$ cat config.mk
export PLATFORM = sky130hd
export DESIGN_NAME = intr_ctrl_flat
export DESIGN_NICKNAME = d
export VERILOG_FILES = /design/src/rtl/intr_ctrl_if.sv /design/src/rtl/intr_ctrl.sv /design/src/flat_wrapper.sv
export SDC_FILE = /design/constraint.sdc
export NUM_CORES = 1
export LEC_CHECK = 0
export CORE_ASPECT_RATIO = 0.7
export CORE_MARGIN = 2
export CORE_UTILIZATION = 25
export CTS_BUF_LIST = sky130_fd_sc_hd__clkbuf_16
export DETAILED_ROUTE_END_ITERATION = 10
export DONT_BUFFER_PORTS = 1
export HOLD_SLACK_MARGIN = 0.03
export PLACE_DENSITY = 0.46
export SLEW_MARGIN = 10
export SYNTH_ARGS = -nofsm -noshare
export SYNTH_HDL_FRONTEND = slang
export SYNTH_SLANG_ARGS = --single-unit
$ cat constraint.sdc
create_clock -name clk -period 4 [get_ports clk]
set_input_delay 0.6 -clock clk [delete_from_list [all_inputs] [get_ports clk]]
set_output_delay 0.6 -clock clk [all_outputs]
set_load 0.005 [all_outputs]
$ cat src/rtl/intr_ctrl_if.sv
// Register bus and CPU interrupt handshake for intr_ctrl.
// master = CPU/bus side, slave = the controller.
interface intr_ctrl_if #(
    parameter int VEC_W = 16
);
    logic [2:0]       reg_addr;
    logic             reg_wr;
    logic [15:0]      reg_wdata;
    logic [15:0]      reg_rdata;
    logic             irq_out;
    logic             ack;
    logic             eoi;
    logic [VEC_W-1:0] vector;
    logic [3:0]       irq_id;

    modport master (
        output reg_addr, reg_wr, reg_wdata, ack, eoi,
        input  reg_rdata, irq_out, vector, irq_id
    );

    modport slave (
        input  reg_addr, reg_wr, reg_wdata, ack, eoi,
        output reg_rdata, irq_out, vector, irq_id
    );
endinterface

$ cat src/rtl/intr_ctrl.sv
// Prioritised, nesting interrupt controller.
// Channel 0 has the highest priority. Edge channels latch rising edges into
// PEND; level channels mirror irq_in one cycle late.
module intr_ctrl #(
    parameter int NUM_IRQ = 8,
    parameter int VEC_W   = 16
) (
    input  logic               clk,
    input  logic               rst,
    input  logic [NUM_IRQ-1:0] irq_in,
    intr_ctrl_if.slave         bus
);
    typedef enum logic [2:0] {
        REG_CTRL   = 3'd0,
        REG_ENABLE = 3'd1,
        REG_MODE   = 3'd2,
        REG_PEND   = 3'd3,
        REG_INSVC  = 3'd4,
        REG_BASE   = 3'd5
    } reg_e;

    localparam int SUM_W = (VEC_W > 20) ? VEC_W : 20;

    logic               gie_q, gie_d;
    logic [NUM_IRQ-1:0] enable_q, enable_d;
    logic [NUM_IRQ-1:0] mode_q, mode_d;
    logic [NUM_IRQ-1:0] pend_q, pend_d;
    logic [NUM_IRQ-1:0] insvc_q, insvc_d;
    logic [NUM_IRQ-1:0] hist_q, hist_d;
    logic [15:0]        base_q, base_d;
    logic [VEC_W-1:0]   vector_q, vector_d;
    logic [3:0]         irq_id_q, irq_id_d;

    reg_e               addr;
    logic [NUM_IRQ-1:0] req, win_mask, svc_mask, ack_mask, eoi_mask, rise, w1c;
    logic [3:0]         win_idx, svc_idx;
    logic               win_vld, svc_vld, irq_out, do_ack;
    logic [SUM_W-1:0]   vec_sum;

    assign addr = reg_e'(bus.reg_addr);

    // Find the winning request and the highest-priority channel in service.
    always_comb begin
        req      = pend_q & enable_q;
        win_vld  = 1'b0;
        win_idx  = '0;
        win_mask = '0;
        svc_vld  = 1'b0;
        svc_idx  = '0;
        svc_mask = '0;
        for (int unsigned i = 0; i < NUM_IRQ; i++) begin
            if (req[i] && !win_vld) begin
                win_vld     = 1'b1;
                win_idx     = 4'(i);
                win_mask[i] = 1'b1;
            end
            if (insvc_q[i] && !svc_vld) begin
                svc_vld     = 1'b1;
                svc_idx     = 4'(i);
                svc_mask[i] = 1'b1;
            end
        end
        irq_out = gie_q && win_vld && (!svc_vld || (win_idx < svc_idx));
    end

    // Next-state for registers, pending/in-service tracking and ack outputs.
    always_comb begin
        gie_d    = gie_q;
        enable_d = enable_q;
        mode_d   = mode_q;
        base_d   = base_q;
        vector_d = vector_q;
        irq_id_d = irq_id_q;
        hist_d   = irq_in;

        do_ack   = bus.ack && irq_out;
        ack_mask = do_ack ? win_mask : '0;
        eoi_mask = bus.eoi ? svc_mask : '0;
        rise     = irq_in & ~hist_q;
        w1c      = (bus.reg_wr && addr == REG_PEND) ? bus.reg_wdata[NUM_IRQ-1:0] : '0;
        vec_sum  = SUM_W'(base_q) + (SUM_W'(win_idx) << 2);

        if (bus.reg_wr) begin
            case (addr)
                REG_CTRL:   gie_d    = bus.reg_wdata[0];
                REG_ENABLE: enable_d = bus.reg_wdata[NUM_IRQ-1:0];
                REG_MODE:   mode_d   = bus.reg_wdata[NUM_IRQ-1:0];
                REG_BASE:   base_d   = bus.reg_wdata;
                default:    ;
            endcase
        end

        // Current mode_q selects behaviour, so a MODE write takes effect next
        // cycle. A new edge is OR'd in last so it beats W1C and ack clears.
        pend_d  = (mode_q & ((pend_q & ~w1c & ~ack_mask) | rise)) | (~mode_q & irq_in);
        // eoi uses the pre-edge in-service set; ack's new bit is OR'd after.
        insvc_d = (insvc_q & ~eoi_mask) | ack_mask;

        if (do_ack) begin
            irq_id_d = win_idx;
            vector_d = vec_sum[VEC_W-1:0];
        end
    end

    // State registers, cleared asynchronously.
    always_ff @(posedge clk or posedge rst) begin
        if (rst) begin
            gie_q    <= 1'b0;
            enable_q <= '0;
            mode_q   <= '0;
            pend_q   <= '0;
            insvc_q  <= '0;
            hist_q   <= '0;
            base_q   <= '0;
            vector_q <= '0;
            irq_id_q <= '0;
        end else begin
            gie_q    <= gie_d;
            enable_q <= enable_d;
            mode_q   <= mode_d;
            pend_q   <= pend_d;
            insvc_q  <= insvc_d;
            hist_q   <= hist_d;
            base_q   <= base_d;
            vector_q <= vector_d;
            irq_id_q <= irq_id_d;
        end
    end

    // Register read mux; unmapped words and channel bits read as zero.
    always_comb begin
        bus.reg_rdata = '0;
        case (addr)
            REG_CTRL:   bus.reg_rdata = {15'b0, gie_q};
            REG_ENABLE: bus.reg_rdata = 16'(enable_q);
            REG_MODE:   bus.reg_rdata = 16'(mode_q);
            REG_PEND:   bus.reg_rdata = 16'(pend_q);
            REG_INSVC:  bus.reg_rdata = 16'(insvc_q);
            REG_BASE:   bus.reg_rdata = base_q;
            default:    bus.reg_rdata = '0;
        endcase
    end

    assign bus.irq_out = irq_out;
    assign bus.vector  = vector_q;
    assign bus.irq_id  = irq_id_q;
endmodule

$ cat src/flat_wrapper.sv
// flat-port wrapper written by rule: the top's interface ports become plain ports
module intr_ctrl_flat 
#(
    parameter int NUM_IRQ = 8,
    parameter int VEC_W   = 16
)
  (clk, rst, irq_in, bus_reg_addr, bus_reg_wr, bus_reg_wdata, bus_ack, bus_eoi, bus_reg_rdata, bus_irq_out, bus_vector, bus_irq_id);
  intr_ctrl_if #(.VEC_W(VEC_W)) bus_i ();
  input  logic clk;
  input  logic rst;
  input  logic [NUM_IRQ-1:0] irq_in;
  input wire logic [$bits(bus_i.reg_addr)-1:0] bus_reg_addr;
  input wire logic [$bits(bus_i.reg_wr)-1:0] bus_reg_wr;
  input wire logic [$bits(bus_i.reg_wdata)-1:0] bus_reg_wdata;
  input wire logic [$bits(bus_i.ack)-1:0] bus_ack;
  input wire logic [$bits(bus_i.eoi)-1:0] bus_eoi;
  output wire logic [$bits(bus_i.reg_rdata)-1:0] bus_reg_rdata;
  output wire logic [$bits(bus_i.irq_out)-1:0] bus_irq_out;
  output wire logic [$bits(bus_i.vector)-1:0] bus_vector;
  output wire logic [$bits(bus_i.irq_id)-1:0] bus_irq_id;
  assign bus_i.reg_addr = bus_reg_addr;
  assign bus_i.reg_wr = bus_reg_wr;
  assign bus_i.reg_wdata = bus_reg_wdata;
  assign bus_i.ack = bus_ack;
  assign bus_i.eoi = bus_eoi;
  assign bus_reg_rdata = bus_i.reg_rdata;
  assign bus_irq_out = bus_i.irq_out;
  assign bus_vector = bus_i.vector;
  assign bus_irq_id = bus_i.irq_id;
  intr_ctrl #(.NUM_IRQ(NUM_IRQ), .VEC_W(VEC_W)) u_core (.clk(clk), .rst(rst), .irq_in(irq_in), .bus(bus_i));
endmodule
-- After elaboration in Yosys (flattened, before gate mapping)
Cells that the tools add are included.
- flip-flop bits (word level): 77
- output and inout port bits: 37
- word-level logic and storage cells: 118
- add/subtract/negate cells: 1
- $lt $le $gt $ge: 1
- equal/unequal tests: 5
- muxes and demuxes: 48
- bitwise gates (word level): 15
- reduce and logical (&&, ||, !) cells: 39
- operators with widths (kind ; count):
    $pmux W16 S6 ; 1
    $and A8 B8 Y8 ; 7
    $not A8 Y8 ; 5
    $mux W1 ; 32
    $mux W3 ; 8
    $mux W8 ; 3
    $or A8 B8 Y8 ; 3
    $logic_and A1 B1 Y1 ; 18
    $add A16 B5 Y16 ; 1
    $logic_not A1 Y1 ; 15
    $mux W2 ; 4
    $reduce_and A2 Y1 ; 4
    $eq A3 B2 Y1 const B ; 2
    $eq A3 B3 Y1 const B ; 2
    $eq A3 B1 Y1 const B ; 1
    $logic_not A3 Y1 ; 1
    $lt A3 B3 Y1 ; 1
    $logic_or A1 B1 Y1 ; 1

-- Logic depth before layout (Yosys ltp)
- word-level depth: 33
- depth in mapped cells: 13
- gate-level depth less buffers: 13

-- Least setup slack after synthesis
Ideal clock, no wire load.
- kind: register to register
- from: reg u_core.pend_q[4]
- to: reg u_core.vector_q[12], in the netlist u_core.bus.vector[12]
- arrival time: 2.715 ns
- slack: 1.160 ns
- cell stages (with the launch flop): 13
- buffers on the path: 0
- path through: dfrtp_1 -> a222oi_1 -> nand4b_1 -> o21ai_2 -> ha_1 -> inv_1 -> fa_1 -> nor2b_1 -> nor2_1 -> nor2_1 -> nand3_1 -> xnor2_1 -> mux2_4
- cells in the longest elaborated chain, start to end: 16
- elaborated cells on any way between the ends: 22
- those cells by class: 1 x add/sub; 1 x order compare; 8 x mux; 1 x bitwise; 11 x reduce/logical
- RTL lines (what ; line ; RTL):
    from (decl) ; intr_ctrl.sv:27 ; logic [NUM_IRQ-1:0] pend_q, pend_d;
    from (signal assigned) ; intr_ctrl.sv:121 ; pend_q <= pend_d;
    $and A8 B8 Y8 (*) ; intr_ctrl.sv:44 ; req = pend_q & enable_q;
    $logic_and A1 B1 Y1 (*) ; intr_ctrl.sv:52 ; if (req[i] && !win_vld) begin
    $mux W1 ; intr_ctrl.sv:52 ;
    $logic_not A1 Y1 ; intr_ctrl.sv:52 ;
    $logic_and A1 B1 Y1 ; intr_ctrl.sv:52 ;
    $mux W1 ; intr_ctrl.sv:52 ;
    $logic_not A1 Y1 ; intr_ctrl.sv:52 ;
    $logic_and A1 B1 Y1 ; intr_ctrl.sv:52 ;
    $mux W1 ; intr_ctrl.sv:52 ;
    $logic_not A1 Y1 ; intr_ctrl.sv:52 ;
    $logic_and A1 B1 Y1 ; intr_ctrl.sv:52 ;
    $mux W3 (*) ; intr_ctrl.sv:52 ;
    via u_core.win_idx[0] ; intr_ctrl.sv:36 ; logic [3:0] win_idx, svc_idx;
    branches (longest 4 deep; another with $add A16 B5 Y16) ; n/a ;
    to (signal assigned) ; intr_ctrl.sv:125 ; vector_q <= vector_d;
    to (decl) ; intr_ctrl.sv:31 ; logic [VEC_W-1:0] vector_q, vector_d;
Mark *: on every way through the listed nets, which the timed path passes.
A chain may end at the register's enable or synchronous reset.

-- Worst setup path after layout
- from: reg u_core.pend_q[4]
- to: out bus_irq_out
- cells in the longest elaborated chain, start to end: 15
- elaborated cells on any way between the ends: 20
- those cells by class: 1 x order compare; 8 x mux; 1 x bitwise; 10 x reduce/logical
- RTL lines (what ; line ; RTL):
    $and A8 B8 Y8 (*) ; intr_ctrl.sv:44 ;
    $logic_and A1 B1 Y1 (*) ; intr_ctrl.sv:52 ;
    $mux W1 ; intr_ctrl.sv:52 ;
    $logic_not A1 Y1 ; intr_ctrl.sv:52 ;
    $logic_and A1 B1 Y1 ; intr_ctrl.sv:52 ;
    $mux W1 ; intr_ctrl.sv:52 ;
    $logic_not A1 Y1 ; intr_ctrl.sv:52 ;
    $logic_and A1 B1 Y1 ; intr_ctrl.sv:52 ;
    $mux W1 ; intr_ctrl.sv:52 ;
    $logic_not A1 Y1 ; intr_ctrl.sv:52 ;
    $logic_and A1 B1 Y1 ; intr_ctrl.sv:52 ;
    $mux W3 (*) ; intr_ctrl.sv:52 ;
    via u_core.win_idx[1] ; intr_ctrl.sv:36 ;
    $lt A3 B3 Y1 (*) ; intr_ctrl.sv:63 ; irq_out = gie_q && win_vld && (!svc_vld || (win_idx < svc_idx));
    $logic_or A1 B1 Y1 (*) ; intr_ctrl.sv:63 ;
    $logic_and A1 B1 Y1 (*) ; intr_ctrl.sv:63 ;
    to (decl) ; flat_wrapper.sv:18 ; output wire logic [$bits(bus_i.irq_out)-1:0] bus_irq_out;
Mark *: on every way through the listed nets, which the timed path passes. The rest lies on a longest branch.

==> results.md <==
* Combined area of the multi-input logic cells at 1970 µm²
* Number of vias per cell after detailed routing at 5.03
* Crit-path max FO at 6
* Core Region at 15500 µm²
* Total Routing Usage GR at 13.8%
* Std-Cell Rows at 38
* H-tree lvl count at 3
* Final core utilization at 28.6%
* Insertion delay to the later sink of the worst-skew pair at 0.34 ns
* Cts-stage hold buffer count at 0
* Horizontal die dimension at 155 µm
* I/O pin total at 69
* Antenna diodes at 0
* Count of flip-flops with a built-in enable after synthesis at 0
* Most frequent CP cell: sky130_fd_sc_hd__nor2_1
* Worst Hold Margin at 0.285 ns
* Routed vias at 2770
* Antenna violations before repair at 0
* Area enclosed by the die boundary at 16900 µm²
* Tcrit/Tclk final at 82.4%
* Drt initial violations at 189
* Buffer cell driving the clock tree root: sky130_fd_sc_hd__clkbuf_16
* Residual DRC at 0
* Fraction of power consumed by combinational cells at 31.7%
* Final worst slack at 0.706 ns
* Internal power at 1.87 mW
* Routed wirelength normalized by instance count at 20.3 µm
* Setup slack after placement at 0.725 ns
* Seq/Total Area, Yosys at 47.9%
* Number of nets in the final layout at 384
* Placer Congestion at 0.834
* Post-Syn Instances at 345
* Final setup fails at 0
* Layout Cell Area excl Fill at 4440 µm²
* Fraction of layout instances using a drive strength above 1 at 24.2%
* Number of filler cells placed in the layout at 1613
* Final HPWL DP at 8430 µm
* DP Cell Count at 535
* Height of the die at 109 µm
* Largest stage delay on the critical path at 0.55 ns
* Area taken by flip-flops and latches at 1900 µm²
* Power per unit of standard cell area at 646 nW/µm²
* Minimum clock period at 3.29 ns
* Routed wire length at 11200 µm
* Synthesis-to-layout area growth at 11.7%
* Reg2Reg Setup Slack at 0.72 ns
* Leftover overflow at the end of global routing at 0
* Normalized max-slew margin at 33.3%
* Endpoint type of the worst setup path: primary output
* Slowest library cell on the worst path: sky130_fd_sc_hd__a222oi_1
* Number of global-route vias before repair at 2732
* Ordered cell list for the critical path: a222oi_1, nand4b_1, nand2_1, ha_1, o21a_1, o22ai_2, nor2_1, nor2_1
* Net Count, Synth at 383
* Clock tree from TritonCTS: done
* Leakage power at 1.96 nW
* Number of post-CTS setup repair buffers at 0
* Final-report hold violation count at 0
* Number of detailed-route iterations in the first pass at 6
* DRT antenna net count at 0
* Design Power at 2.87 mW
* Net Switching at 992 µW
* Run status: finished clean
* Cell area after placement at 4180 µm²
* Sequential cell fraction of total power at 42.5%
* Signal arrival time at the worst endpoint at 2.69 ns
* Type of the worst min-delay path: in2reg
* Synthesized area per cell at 11.5 µm²
* Startpoint class of the critical path: flip-flop
* Data required time of the worst path at 3.40 ns
* Total number of clock tree sinks at 76
* Resize count post-CTS at 0
* RSZ-0062 raised after global routing: no
* Post-CTS clock slew at the launch and capture registers of the worst setup and hold paths at 0.06 ns
* Wire length of the first global-routing pass at 17100 µm
* Port buffer count at 0
* Transition at the pin with the smallest max-transition slack at 1.00 ns
* Initial core utilization at 25.6%
* Clk pwr share at 25.8%
* Maximum number of pins on one net before global-route repair at 55
* Setup skew after layout at 0.00675 ns
* Max Transition Viols Final at 0
* Setup TNS at 0 ns
* Top achievable clock speed at 304 MHz
* Leading cell types in the layout, fill and taps excluded: 76 x sky130_fd_sc_hd__dfrtp_1, 43 x sky130_fd_sc_hd__nand2_1, 41 x sky130_fd_sc_hd__mux2_2
* Count of state elements after synthesis at 76
* Clock tree buffer depth at 2
* Synth Warn # at 0
* Final non-filler cell total at 551
* Most common cell after layout, fill and taps aside: sky130_fd_sc_hd__dfrtp_1
* Area of the mapped netlist at 3970 µm²
* Peak VDD IR at 220 µV
* Max-cap violations at 0
* Setup CP Type: reg2out
* Fraction of power spent switching nets at 34.6%
* CTS Buf Count at 9
* Commonest register cell after synthesis: sky130_fd_sc_hd__dfrtp_1
* Number of distinct library cell variants in the gate-level netlist after synthesis at 50
* Share of flip-flops with an asynchronous set or reset at 100%
-- power by group through the flow --
| stage | clock network (mW) | logic [mW] | registers (mW) |
|---|---|---|---|
| finish | 0.740 | 0.909 | 1.22 |
| global route | 0.796 | 1.00 | 1.26 |
| CTS | 0.759 | 0.916 | 1.22 |
| detailed placement | 0 | 0.910 | 1.23 |
| global placement | 0 | 0.901 | 1.23 |
| floorplan | 0 | 0.774 | 1.14 |
-- synthesized netlist by cell type, drive strengths merged (2+ instances only) --
library cell  count  area share [%]
dfrtp            76              48
mux2             58              18
nand2            44             4.2
nor2             13             1.2
a21oi            12             1.5
a22o             11             2.4
o21ai            11             1.5
xnor2            10             2.2
a22oi             9             1.7
and3              9             1.4
mux2i             9             2.3
nand3             9             1.1
o22ai             8             1.4
clkbuf            7            0.66
inv               7            0.66
buf               6             1.1
nand4             6            0.94
ha                5             1.6
nand2b            5            0.98
nor2b             4            0.63
o31ai             3            0.91
nor3              2            0.25
nor3b             2            0.50
o21a              2            0.38
or4               2            0.47
xor2              2            0.44
-- routing by layer --
metal	global-route usage [%]	vias to the layer above	wire length [µm]
li1	-	1266	-
met1	20.3	1372	5630
met2	18.6	119	4430
met3	5.32	13	991
met4	3.77	0	148
met5	0	-	0
-- cell families (layout without fill, tap and decap cells) --
logic type                 after synthesis  after routing  share of synthesized area [%]
and+or+nand+nor                        101            101                           13.1
DFF                                     76             76                           47.9
muxes                                   67             67                           20.3
AOI/OAI and AO/OA                       62             62                           11.5
buffers and inverters                   20             26                           2.43
xor gates and xnor gates                12             12                           2.65
adders and majority gates                6              6                           2.08
other                                    1              1                         0.0944
-- critical path: cells and delay by family, from the launching register on --
| family | cells | cell delay, ns |
|---|---|---|
| fa+ha+maj | 1 | 0.25 |
| simple gates | 4 | 0.79 |
| flops | 1 | 0.43 |
| compound gates | 3 | 0.88 |
-- worst paths after layout --
| kind | startpoint | endpoint | cells past startpoint |
|---|---|---|---|
| setup / recovery | u_core.pend_q[4]$_DFF_PP0_ | bus_irq_out | 8 |
| hold / removal | irq_in[2] | u_core.hist_q[2]$_DFF_PP0_ | 0 |
| setup reg to reg | u_core.pend_q[4]$_DFF_PP0_ | u_core.bus.vector[12]$_DFFE_PP0N_ | 12 |
| hold reg to reg | u_core.hist_q[7]$_DFF_PP0_ | u_core.pend_q[7]$_DFF_PP0_ | 3 |
| max in group asynchronous | rst | u_core.insvc_q[5]$_DFF_PP0_ | 2 |
| min in group asynchronous | rst | u_core.bus.vector[4]$_DFFE_PP0N_ | 1 |
-- flip-flops by register name, indices dropped and copies added, names as in the netlist --
register           flops
u_core.gie_q           1
u_core.mode_q          8
u_core.insvc_q         8
u_core.pend_q          8
u_core.base_q         16
u_core.enable_q        8
u_core.bus.irq_id      3
u_core.hist_q          8
u_core.bus.vector     16
-- area by class of cell --
type,count,area share (%)
Clock buffer,9,5.08
Clock inverter,7,0.790
Sequential cell,76,42.9
Tap cell,200,5.64
Inverter,7,0.620
Timing Repair Buffer,3,0.508
Multi-Input combinational cell,249,44.5
(Power assumes the default switching activity.)
